--- src/rtl/btn_event_encoder.sv ---
// -----------------------------------------------------------------------------
// btn_event_encoder
//
// Conditions N_BTN raw push-buttons into clean press events for the calculator
// core. Each button is synchronised (two flops), debounced (a level only flips
// after DEBOUNCE_CYCLES consecutive disagreeing samples) and rising-edge
// detected into a pending bit. Pending presses are drained one at a time,
// lowest index first, through a valid/ready output register.
//
// Ports:
//   clk        system clock, all state on the rising edge
//   rst        asynchronous active-low reset
//   btn_raw    raw button pins (bit 0 = B1), asynchronous to clk
//   evt_ready  consumer accepts the presented event this cycle
//   evt_valid  an event is held on evt_code
//   evt_code   button number 1..N_BTN, 0 whenever evt_valid = 0
//   btn_level  debounced stable level per button
//   overrun    one-cycle pulse when a press merges into a pending press
// -----------------------------------------------------------------------------
module btn_event_encoder #(
  parameter int N_BTN           = 9,
  parameter int DEBOUNCE_CYCLES = 500000,
  parameter int CNT_W           = 19
) (
  input  logic             clk,
  input  logic             rst,
  input  logic [N_BTN-1:0] btn_raw,
  input  logic             evt_ready,
  output logic             evt_valid,
  output logic [3:0]       evt_code,
  output logic [N_BTN-1:0] btn_level,
  output logic             overrun
);

  localparam logic [CNT_W-1:0] CNT_LAST = CNT_W'(DEBOUNCE_CYCLES - 1);

  logic [N_BTN-1:0] sync1;
  logic [N_BTN-1:0] sync2;
  logic [CNT_W-1:0] cnt [N_BTN];
  logic [N_BTN-1:0] flip;
  logic [N_BTN-1:0] rise;
  logic [N_BTN-1:0] pending;
  logic [N_BTN-1:0] load_mask;
  logic [3:0]       win_idx;
  logic             any_pending;
  logic             load;

  // Two-flop synchroniser; only sync2 is trusted downstream.
  // NOTE: sequential state uses non-blocking assignments so every flop samples
  // pre-edge values, exactly like the hardware; blocking here would chain
  // sync1 straight into sync2 in a single cycle.
  always_ff @(posedge clk or negedge rst) begin
    if (!rst) begin
      sync1 <= '0;
      sync2 <= '0;
    end else begin
      sync1 <= btn_raw;
      sync2 <= sync1;
    end
  end

  // A level flips on the edge that would complete the DEBOUNCE_CYCLES-th
  // consecutive disagreeing sample.
  // NOTE: every always_comb output gets a value on every path (here via the
  // loop covering all bits, below via an explicit default) so no latch is
  // inferred.
  always_comb begin
    for (int i = 0; i < N_BTN; i++) begin
      flip[i] = (sync2[i] != btn_level[i]) && (cnt[i] == CNT_LAST);
    end
  end

  assign rise = flip & ~btn_level;

  // NOTE: the counter array is a bank of flops, not a RAM, so resetting it is
  // cheap and required: a reset mid-debounce must not resume a stale count.
  always_ff @(posedge clk or negedge rst) begin
    if (!rst) begin
      for (int i = 0; i < N_BTN; i++) begin
        cnt[i] <= '0;
      end
      btn_level <= '0;
    end else begin
      for (int i = 0; i < N_BTN; i++) begin
        if (sync2[i] == btn_level[i] || flip[i]) begin
          cnt[i] <= '0;
        end else begin
          cnt[i] <= cnt[i] + CNT_W'(1);
        end
      end
      btn_level <= btn_level ^ flip;
    end
  end

  // Fixed priority: scanning downwards leaves the lowest pending index.
  always_comb begin
    win_idx = '0;
    for (int i = N_BTN - 1; i >= 0; i--) begin
      if (pending[i]) begin
        win_idx = 4'(i);
      end
    end
  end

  assign any_pending = |pending;
  assign load        = (!evt_valid || evt_ready) && any_pending;
  assign load_mask   = load ? (N_BTN'(1) << win_idx) : '0;

  // A rise arriving on the edge its own pending bit is loaded re-arms the bit
  // (set wins) and is a fresh press, not an overrun.
  always_ff @(posedge clk or negedge rst) begin
    if (!rst) begin
      pending   <= '0;
      evt_valid <= 1'b0;
      evt_code  <= '0;
      overrun   <= 1'b0;
    end else begin
      pending <= (pending & ~load_mask) | rise;
      overrun <= |(rise & pending & ~load_mask);
      if (load) begin
        evt_valid <= 1'b1;
        evt_code  <= win_idx + 4'd1;
      end else if (evt_valid && evt_ready) begin
        evt_valid <= 1'b0;
        evt_code  <= '0;
      end
    end
  end

endmodule

--- config.mk ---
export PLATFORM = sky130hd
export DESIGN_NAME = btn_event_encoder
export DESIGN_NICKNAME = d
export VERILOG_FILES = /design/src/rtl/btn_event_encoder.sv
export SDC_FILE = /design/constraint.sdc
export NUM_CORES = 1
export LEC_CHECK = 0
export ABC_AREA = 1
export BUFFER_PORTS_ARGS = -buffer_cell sky130_fd_sc_hd__buf_2
export CORE_MARGIN = 1
export CORE_UTILIZATION = 42
export DETAILED_ROUTE_END_ITERATION = 10
export GPL_TIMING_DRIVEN = 0
export SYNTH_ARGS = -nofsm -noshare
export SYNTH_HDL_FRONTEND = slang
export SYNTH_SLANG_ARGS = --single-unit
--- constraint.sdc ---
create_clock -name clk -period 5.6 [get_ports clk]
set_input_delay 1.12 -clock clk [delete_from_list [all_inputs] [get_ports clk]]
set_output_delay 1.12 -clock clk [all_outputs]
set_load 0.02 [all_outputs]
Word-level counts from Yosys, hierarchy flattened --
Cells that the tools add are included.
Operators by class: $add $sub $neg 10, $mul 0, div/mod/pow operators 0, $lt $le $gt $ge 0, equality and inequality tests 27, shift operators 1, multiplexer cells 23, bitwise logic cells 8, reduce and logical (&&, ||, !) cells 25
Operator list (count):
- $add A19 B1 Y19 const B | 9
- $eq A19 B19 Y1 const B | 9
- $mux W19 | 9
- $mux W4 | 11
- $and A9 B9 Y9 | 4
- $not A9 Y9 | 2
- $reduce_or A9 Y1 | 2
- $logic_and A1 B1 Y1 | 11
- $logic_or A1 B1 Y1 | 10
- $eq A1 B1 Y1 | 9
- $mux W9 | 1
- $ne A1 B1 Y1 | 9
- $or A9 B9 Y9 | 1
- $shl A1 B4 Y9 const A | 1
- $xor A9 B9 Y9 | 1
- $add A4 B1 Y4 const B | 1
- $mux W1 | 2
- $reduce_bool A2 Y1 | 1
- $logic_not A1 Y1 | 1
Word-level totals: register bits 213, latch bits 0, RAM bits 0, bits in read-only memories 0, input port bits 12, output and inout port bits 15, word-level logic and storage cells 110, memories kept 0

Longest topological paths before layout --
Gate-level depths: netlist (run 1).
word-level depth 14, mapped depth 15, gate-level depth less buffers 15

Least setup slack after synthesis (run 1) --
No wires, ideal clock.
path kind input to register, start in evt_ready, end reg overrun, setup time 119 ps, arrival time 1916 ps, data required time 5481 ps, path slack 3565 ps, stages 9, path buffers 0, cell sequence inv_1 nand2_1 nand2_1 o21ai_0 nor2_1 nor2_1 nand2_1 nor2_1 nand2_1
On the way: longest elaborated chain between the ends 6
RTL lines:
- from (decl) | RTL line 28 | input logic evt_ready,
- $logic_or A1 B1 Y1 | RTL line 106 | assign load = (!evt_valid || evt_ready) && any_pending;
- $logic_and A1 B1 Y1 | RTL line 106
- $mux W9 | RTL line 107 | assign load_mask = load ? (N_BTN'(1) << win_idx) : '0;
- $not A9 Y9 | RTL line 119 | overrun <= |(rise & pending & ~load_mask);
- $and A9 B9 Y9 | RTL line 119
- $reduce_or A9 Y1 | RTL line 119
- to (signal assigned) | RTL line 119
- to (decl) | RTL line 32 | output logic overrun
Every way passes these cells. A chain may end at the register's enable or synchronous reset.

==> flow_metrics.py, run 1 <==
metrics = {
    "cts": {
        "cts-htree-levels": 1,
        "clock_latency_ns": 0.51,
        "clock-root-buffer": "clkbuf_16",
        "cts_tree": "done",
        "clk_pin_slew_ns": 0.06,
        "numCtsBuffers": 25,
        "postCtsSetupBuffers": 0,
        "postCtsHoldBufs": 0,
        "cts_max_path_buffers": 3,
        "cts_resized": 0,
        "cts_sinks": 213,
    },
    "worst_setup_path": {
        "cpMaxStageDelayCell": "dfrtp_1",
        "cp.required_ns": 4.48,
        "cp-start-kind": "register",
        "cp_slowest_stage_delay_ns": 0.45,
        "cp.arrival_ns": 1.16,
        "worst_setup_path_end_kind": "primary output",
        "cp_num_buf_inv": 1,
        "cp_max_fo": 4,
        "crit_chain": "buf_2",
        "critPathTopFamily": "flip-flops",
        "crit_type": "register to primary output",
    },
    "sta": {
        "grt_setup_unrepaired": "false",
        "finalSetupViolCount": 0,
        "worst_pin_slew_ns": 0.763,
        "slew_headroom_pct": 49.1,
        "slew_violations": 0,
        "fmax_mhz": 438,
        "tns_ns": 0,
        "period_share_pct": 40.8,
        "fin_crit_ns": 2.28,
        "final_hold_viol_count": 0,
        "fin_skew_ns": 0.00932,
    },
    "global_routing": {
        "busiest_layer": "met2",
        "overflow": 0,
        "grt_util_met3_pct": 2.29,
        "use_met2_pct": 27.8,
        "grt_start_max_net_pins": 117,
        "grt.met1_usage_pct": 25.0,
        "grt_pass1_wl_um": 39300,
        "grt_pass1_vias": 8478,
        "antenna_found_initial": 0,
        "track_usage_pct": 17.5,
    },
    "place": {
        "place_inst": 1740,
        "place_congestion": 0.849,
        "dp_hpwl_um": 15900,
        "portBuffers": 26,
    },
    "synthesis": {
        "ys_async_sr_fraction_pct": 100,
        "postSynthNetCount": 1405,
        "ys_warn_count": 0,
        "ys_seq_area_share_pct": 48.0,
        "synth_edf_count": 0,
        "syn_area_per_cell_um2": 8.07,
        "synth_cell_types": 45,
        "synthFlopType": "dfrtp_1",
        "synth_seq_cells": 213,
        "synth_area_um2": 11100,
        "syn_inst": 1378,
    },
    "power_and_ir_drop": {
        "leakagePower_nw": 5.46,
        "powerDensity_nw_per_um2": 300,
        "ir_drop_v": 0.000342,
    },
    "finish": {
        "antenna_cells": 0,
        "layout.cells.non_filler": 1783,
        "nets": 1459,
        "syn2layout_area_growth_pct": 12.4,
        "drive_gt1_share_pct": 10.7,
    },
    "die": {
        "die-area_um2": 27100,
        "num_io_pins": 27,
        "die_height_um": 165,
        "start_util_pct": 42.8,
        "dieWidth_um": 165,
        "core_um2": 26000,
        "row_count": 59,
    },
    "drt": {
        "via_count": 8838,
        "drtIter0Drc": 592,
        "drc": 0,
        "wire_per_inst_um": 12.5,
        "firstDrtPassIters": 6,
        "drt_wl_total_um": 22300,
        "drtAntennaViolNets": 0,
        "vias_per_cell": 4.96,
    },
    "job": {
        "cap_violations": 0,
    },
    "min_path": {
        "min_path_type": "register to register",
    },
    "outcome": {
        "status": "completed",
    },
}
-- cell usage after synthesis (all sizes together) (13+ instances only) --
cell     n  area share (%)
o21ai   49             2.3
inv    168             5.7
xor2    42             3.3
nor3    79             4.0
ha      15             1.7
nand3   75             3.6
nor4    13             1.1
dfrtp  213              48
xnor2   14             1.1
nand4   53             3.0
nor3b   20             1.5
a21oi   50             2.3
nand2  257             9.0
nor2   278              10
-- cell usage in the layout (no fill, tap or decap), types with 3 or more instances in the layout --
master       n
nand2_1    245
nor4_1       7
o22ai_1      3
buf_4        3
clkbuf_8     4
nor3b_1     16
nand4_1     53
dfrtp_1    213
inv_1      152
a211oi_1     3
nand3_1     71
nand3_2      4
or2_0        7
nor2_1     257
nor3_1      70
clkinv_2     4
o21ai_2      4
or2_2        3
nor3b_2      4
nor3_2       8
o21ai_1     17
ha_1        15
clkbuf_16   25
nor2_4       7
clkbuf_1     7
inv_2       16
nand2_2     10
nor2_2      14
a31oi_1      5
o21ai_0     28
buf_2       31
o21bai_1     3
a21oi_1     49
xnor2_1     14
nor4_2       6
xor2_1      42
o21a_1       4
nand3b_1     6
-- flip-flops by register name (all words and copies together) (netlist names), named ones only --
| name | flops |
|---|---|
| cnt | 171 |
| pending | 9 |
| sync1 | 9 |
| sync2 | 9 |
| evt_code | 4 |
| evt_valid | 1 |
| overrun | 1 |
-- worst register-to-register path: cells and delay by family, from the launching register on --
kind	cells	cell delay, ns
AOI/OAI and AO/OA	4	0.75
adders and majority gates	2	0.40
buffers and inverters	1	0.07
DFF	1	0.41
and+or+nand+nor	7	0.51
-- final timing paths --
check                      cells after the start                 start  slack (ns)            endpoint
max                                            1              register        3.32        btn_level[2]
max in group asynchronous                      2                   rst        3.97  cnt[134]$_DFF_PN0_
min reg2reg                                    0    sync1[5]$_DFF_PN0_        0.35  sync2[5]$_DFF_PN0_
min                                            0    sync1[5]$_DFF_PN0_        0.35  sync2[5]$_DFF_PN0_
min in group asynchronous                      1                   rst        0.62   cnt[85]$_DFF_PN0_
max reg2reg                                   14  pending[6]$_DFF_PN0_        3.35   overrun$_DFF_PN0_
-- metrics by stage --
stage,hold slack (ns),util [%],setup WS (ns),instance area (um^2),power (W)
after floorplan,0.331,-,3.57,11100,0.00204
after global placement,0.332,44.9,-0.390,11700,0.00219
after detailed placement,0.336,45.0,3.24,11700,0.00220
after CTS,0.347,48.1,3.29,12500,0.00381
after global routing,0.360,48.1,3.17,12500,0.00395
final,0.347,48.1,3.32,12500,0.00375
-- cell type report --
type,instances,area (um^2)
Fill cell,2583,13500
Sequential cell,213,5330
Multi-Input combinational cell,985,5070
Clock buffer,36,707
Inverter,169,634
Tap cell,335,419
Timing Repair Buffer,27,168
Clock inverter,7,87.6
Buffer,11,75.1
-- kinds of logic after synthesis --
group,count (synthesis),share of synthesized area (%)
simple gates,793,33.5
flops,213,48.0
buf+inv,180,6.38
compound gates,121,6.08
xor+xnor,56,4.41
fa+ha+maj,15,1.69
-- metal layers --
layer | vias to the layer above | part of all wire [%]
met5 | - | 0
met4 | 0 | 1.9
met3 | 29 | 3.6
met2 | 116 | 44
met1 | 4098 | 51
li1 | 4595 | -
-- power breakdown --
| part | switching, W | internal [W] | leakage [nW] | total (W) |
|---|---|---|---|---|
| combinational | 0.000353 | 0.000169 | 2.17 | 0.000522 |
| clock | 0.000617 | 0.000961 | 0.389 | 0.00158 |
| sequential | 0.0000483 | 0.00160 | 2.90 | 0.00165 |
No activity file was read; power rests on OpenSTA's default activity.
==> run 2, diff against run 1 <==
--- a/config.mk
+++ b/config.mk
@@ -5,7 +5,7 @@
 export SDC_FILE = /design/constraint.sdc
 export NUM_CORES = 1
 export LEC_CHECK = 0
-export ABC_AREA = 1
+export ABC_AREA = 0
 export BUFFER_PORTS_ARGS = -buffer_cell sky130_fd_sc_hd__buf_2
 export CORE_MARGIN = 1
 export CORE_UTILIZATION = 42
==> constraint.sdc (replaced) <==
create_clock -name clk -period 2.4 [get_ports clk]
set_input_delay 0.48 -clock clk [delete_from_list [all_inputs] [get_ports clk]]
set_output_delay 0.48 -clock clk [all_outputs]
set_load 0.02 [all_outputs]
==> flow_metrics.py, run 2 <==
metrics = {
    "outcome": {
        "status": "finished, violations left",
        "violations": "negative hold slack",
    },
    "synthesis": {
        "synth_top_family_by_area": "simple AND/OR/NAND/NOR gates",
        "synthXorXnorAreaFrac_pct": 14.1,
        "synth_seq_cells": 213,
        "synth_edf_count": 0,
        "yosys.area.top_type": "dfrtp_1",
        "ys_seq_area_share_pct": 53.1,
        "synth.area.top_cells": "dfrtp_1 53%, xnor2_1 8.1%, nor2_1 8.1%, xor2_1 6.0%, nand3_1 3.0%",
        "synth_compound_area_share_pct": 2.10,
        "synthMuxAreaShare_pct": 1.21,
        "synth_fa_ha_area_share_pct": 1.87,
        "syn_inst": 1003,
        "netlist.area_leader.share_pct": 53.1,
        "synth.most_common_cell": "nor2_1",
        "synthSimpleGateAreaFrac_pct": 25.3,
        "syn_area_per_cell_um2": 10.0,
        "ys_warn_count": 0,
        "synthFlopType": "dfrtp_1",
        "ys_async_sr_fraction_pct": 100,
        "synth_cell_types": 47,
        "synth_common_cells": "216 x nor2_1, 213 x dfrtp_1, 93 x xnor2_1",
        "postSynthNetCount": 1030,
        "synth_area_um2": 10000,
    },
    "power_and_ir_drop": {
        "ir_drop_v": 0.000472,
        "p_total_w": 0.00807,
        "powerDensity_nw_per_um2": 706,
        "leakagePower_nw": 4.89,
    },
    "worst_setup_path": {
        "critPathTopFamily": "simple AND/OR/NAND/NOR gates",
        "cpMaxStageDelayCell": "or4_1",
        "cp_slowest_stage_delay_ns": 0.63,
        "r2r_setup_slack_ns": 0.10,
        "r2r-end": "overrun$_DFF_PN0_",
        "regToRegStartpoint": "pending[4]$_DFF_PN0_",
        "cp_num_buf_inv": 1,
        "reg2reg_depth": 8,
        "crit_type": "register to register",
        "cp.required_ns": 2.83,
        "critPathLaunch": "pending[4]$_DFF_PN0_",
        "cp-start-kind": "register",
        "crit_cells": 8,
        "cp.arrival_ns": 2.73,
        "cp_max_fo": 5,
        "worst_setup_path_end_kind": "register",
        "critical_path.endpoint": "overrun$_DFF_PN0_",
        "crit_chain": "or4_1 -> and2_1 -> ha_1 -> inv_1 -> o21ai_2 -> nor4_1 -> a2111oi_2 -> o2111ai_1",
    },
    "sta": {
        "tns_ns": 0,
        "fin_skew_ns": 0.0188,
        "period_share_pct": 95.8,
        "worst_pin_slew_ns": 0.785,
        "final_hold_viol_count": 1,
        "slew_violations": 0,
        "finalSetupViolCount": 0,
        "whs_ns": -0.00565,
        "fin_crit_ns": 2.30,
        "fmax_mhz": 435,
        "grt_setup_unrepaired": "true",
        "slew_headroom_pct": 47.2,
    },
    "cts": {
        "cts-htree-levels": 1,
        "numCtsBuffers": 25,
        "clk_pin_slew_ns": 0.06,
        "cts_tree": "done",
        "cts_max_path_buffers": 3,
        "clock_latency_ns": 0.52,
        "postCtsHoldBufs": 0,
        "clock-root-buffer": "clkbuf_16",
        "cts_sinks": 213,
    },
    "drt": {
        "wire_per_inst_um": 13.4,
        "via_count": 6909,
        "firstDrtPassIters": 4,
        "drtAntennaViolNets": 0,
        "drc": 0,
        "vias_per_cell": 4.96,
        "drtIter0Drc": 342,
        "drt_wl_total_um": 18600,
    },
    "place": {
        "portBuffers": 26,
        "place_congestion": 0.777,
        "dp_hpwl_um": 12500,
    },
    "finish": {
        "seqCellArea_um2": 5330,
        "fin_util_pct": 48.7,
        "fillerInstances": 2177,
        "multiInputGateArea_um2": 4530,
        "most-common-layout-cells": "216 x nor2_1, 212 x dfrtp_1, 93 x xnor2_1",
        "nets": 1084,
        "drive_gt1_share_pct": 9.67,
        "regMostFlops": "cnt",
        "antenna_cells": 0,
        "syn2layout_area_growth_pct": 14.0,
        "layout_commonest_cell": "nor2_1",
        "largest_reg_flops": 171,
    },
    "die": {
        "num_io_pins": 27,
        "start_util_pct": 42.7,
        "row_count": 56,
        "core_um2": 23500,
        "die_height_um": 157,
        "die-area_um2": 24500,
        "dieWidth_um": 157,
    },
    "global_routing": {
        "grt_pass1_wl_um": 32900,
        "overflow": 0,
        "grt_start_max_net_pins": 116,
        "track_usage_pct": 16.3,
        "antenna_found_initial": 0,
        "grt_pass1_vias": 6942,
    },
    "job": {
        "cap_violations": 0,
    },
    "min_path": {
        "min_path_type": "primary input to async pin",
    },
}
run 2: cell types whose count changed after synthesis, sizes merged, moves of 16 or more:
cell	previous run	this run
nand2	257	61
inv	168	34
xnor2	14	93
nor2	278	216
nor3	79	29
a21oi	50	3
o21ai	49	10
xor2	42	69
nand4	53	28
and4	0	17
and3	0	16
run 2: kinds of logic after synthesis:
logic type,after synthesis
flops,213
simple gates,517
xor+xnor,162
buf+inv,55
mux,11
fa+ha+maj,15
compound gates,30
run 2: power by group:
part / internal, W / switching (W) / total, W
Clock: 0.00211 / 0.00142 / 0.00353
Combinational: 0.000274 / 0.000464 / 0.000737
Sequential: 0.00370 / 0.000104 / 0.00380
Total: 0.00608 / 0.00199 / 0.00807
run 2: layout make-up:
cell class | instances | share of cell area [%]
clock inverters | 3 | 0.164
clock buffers | 42 | 6.56
multi-input cells | 735 | 39.6
flip-flops and latches | 213 | 46.6
inverters | 34 | 1.12
repair buffers | 28 | 1.53
plain buffers | 20 | 0.865
well taps | 319 | 3.49
run 2: metal layers:
| layer | GRT usage (%) | part of all wire [%] |
|---|---|---|
| met1 | 22.5 | 49 |
| met2 | 26.6 | 46 |
| met3 | 2.38 | 2.6 |
| met4 | 4.25 | 1.9 |
| met5 | 0 | 0 |
run 2: timing repair:
item / CTS / global route
gates resized for setup: 5 / 8
pin swaps: 0 / 4
buffers inserted: 0 / 1
hold endpoints to repair: 0 / 0
endpoints found under the setup margin: 11 / 50
run 2: worst min path at each step:
stage / startpoint / end / depth (start not counted)
floorplan: rst / async pin / 0
global placement: sync1[4]$_DFF_PN0_ / sync2[4]$_DFF_PN0_ / 0
detailed placement: sync1[7]$_DFF_PN0_ / sync2[7]$_DFF_PN0_ / 0
CTS: rst / cnt[166]$_DFF_PN0_ / 1
global route: btn_raw[5] / sync1[5]$_DFF_PN0_ / 1
finish: rst / cnt[166]$_DFF_PN0_ / 1
run 2: metrics by stage:
step	worst slack, ns	std cells	cell area [um^2]	hold WS, ns
floorplan	0.253	1003	10000	0.184
global placement	-2.92	1348	10600	0.333
detailed placement	-0.341	1349	10600	0.335
CTS	0.0381	1394	11400	0.0231
global route	-0.117	1394	11400	0.0381
finish	0.101	1394	11400	-0.00565
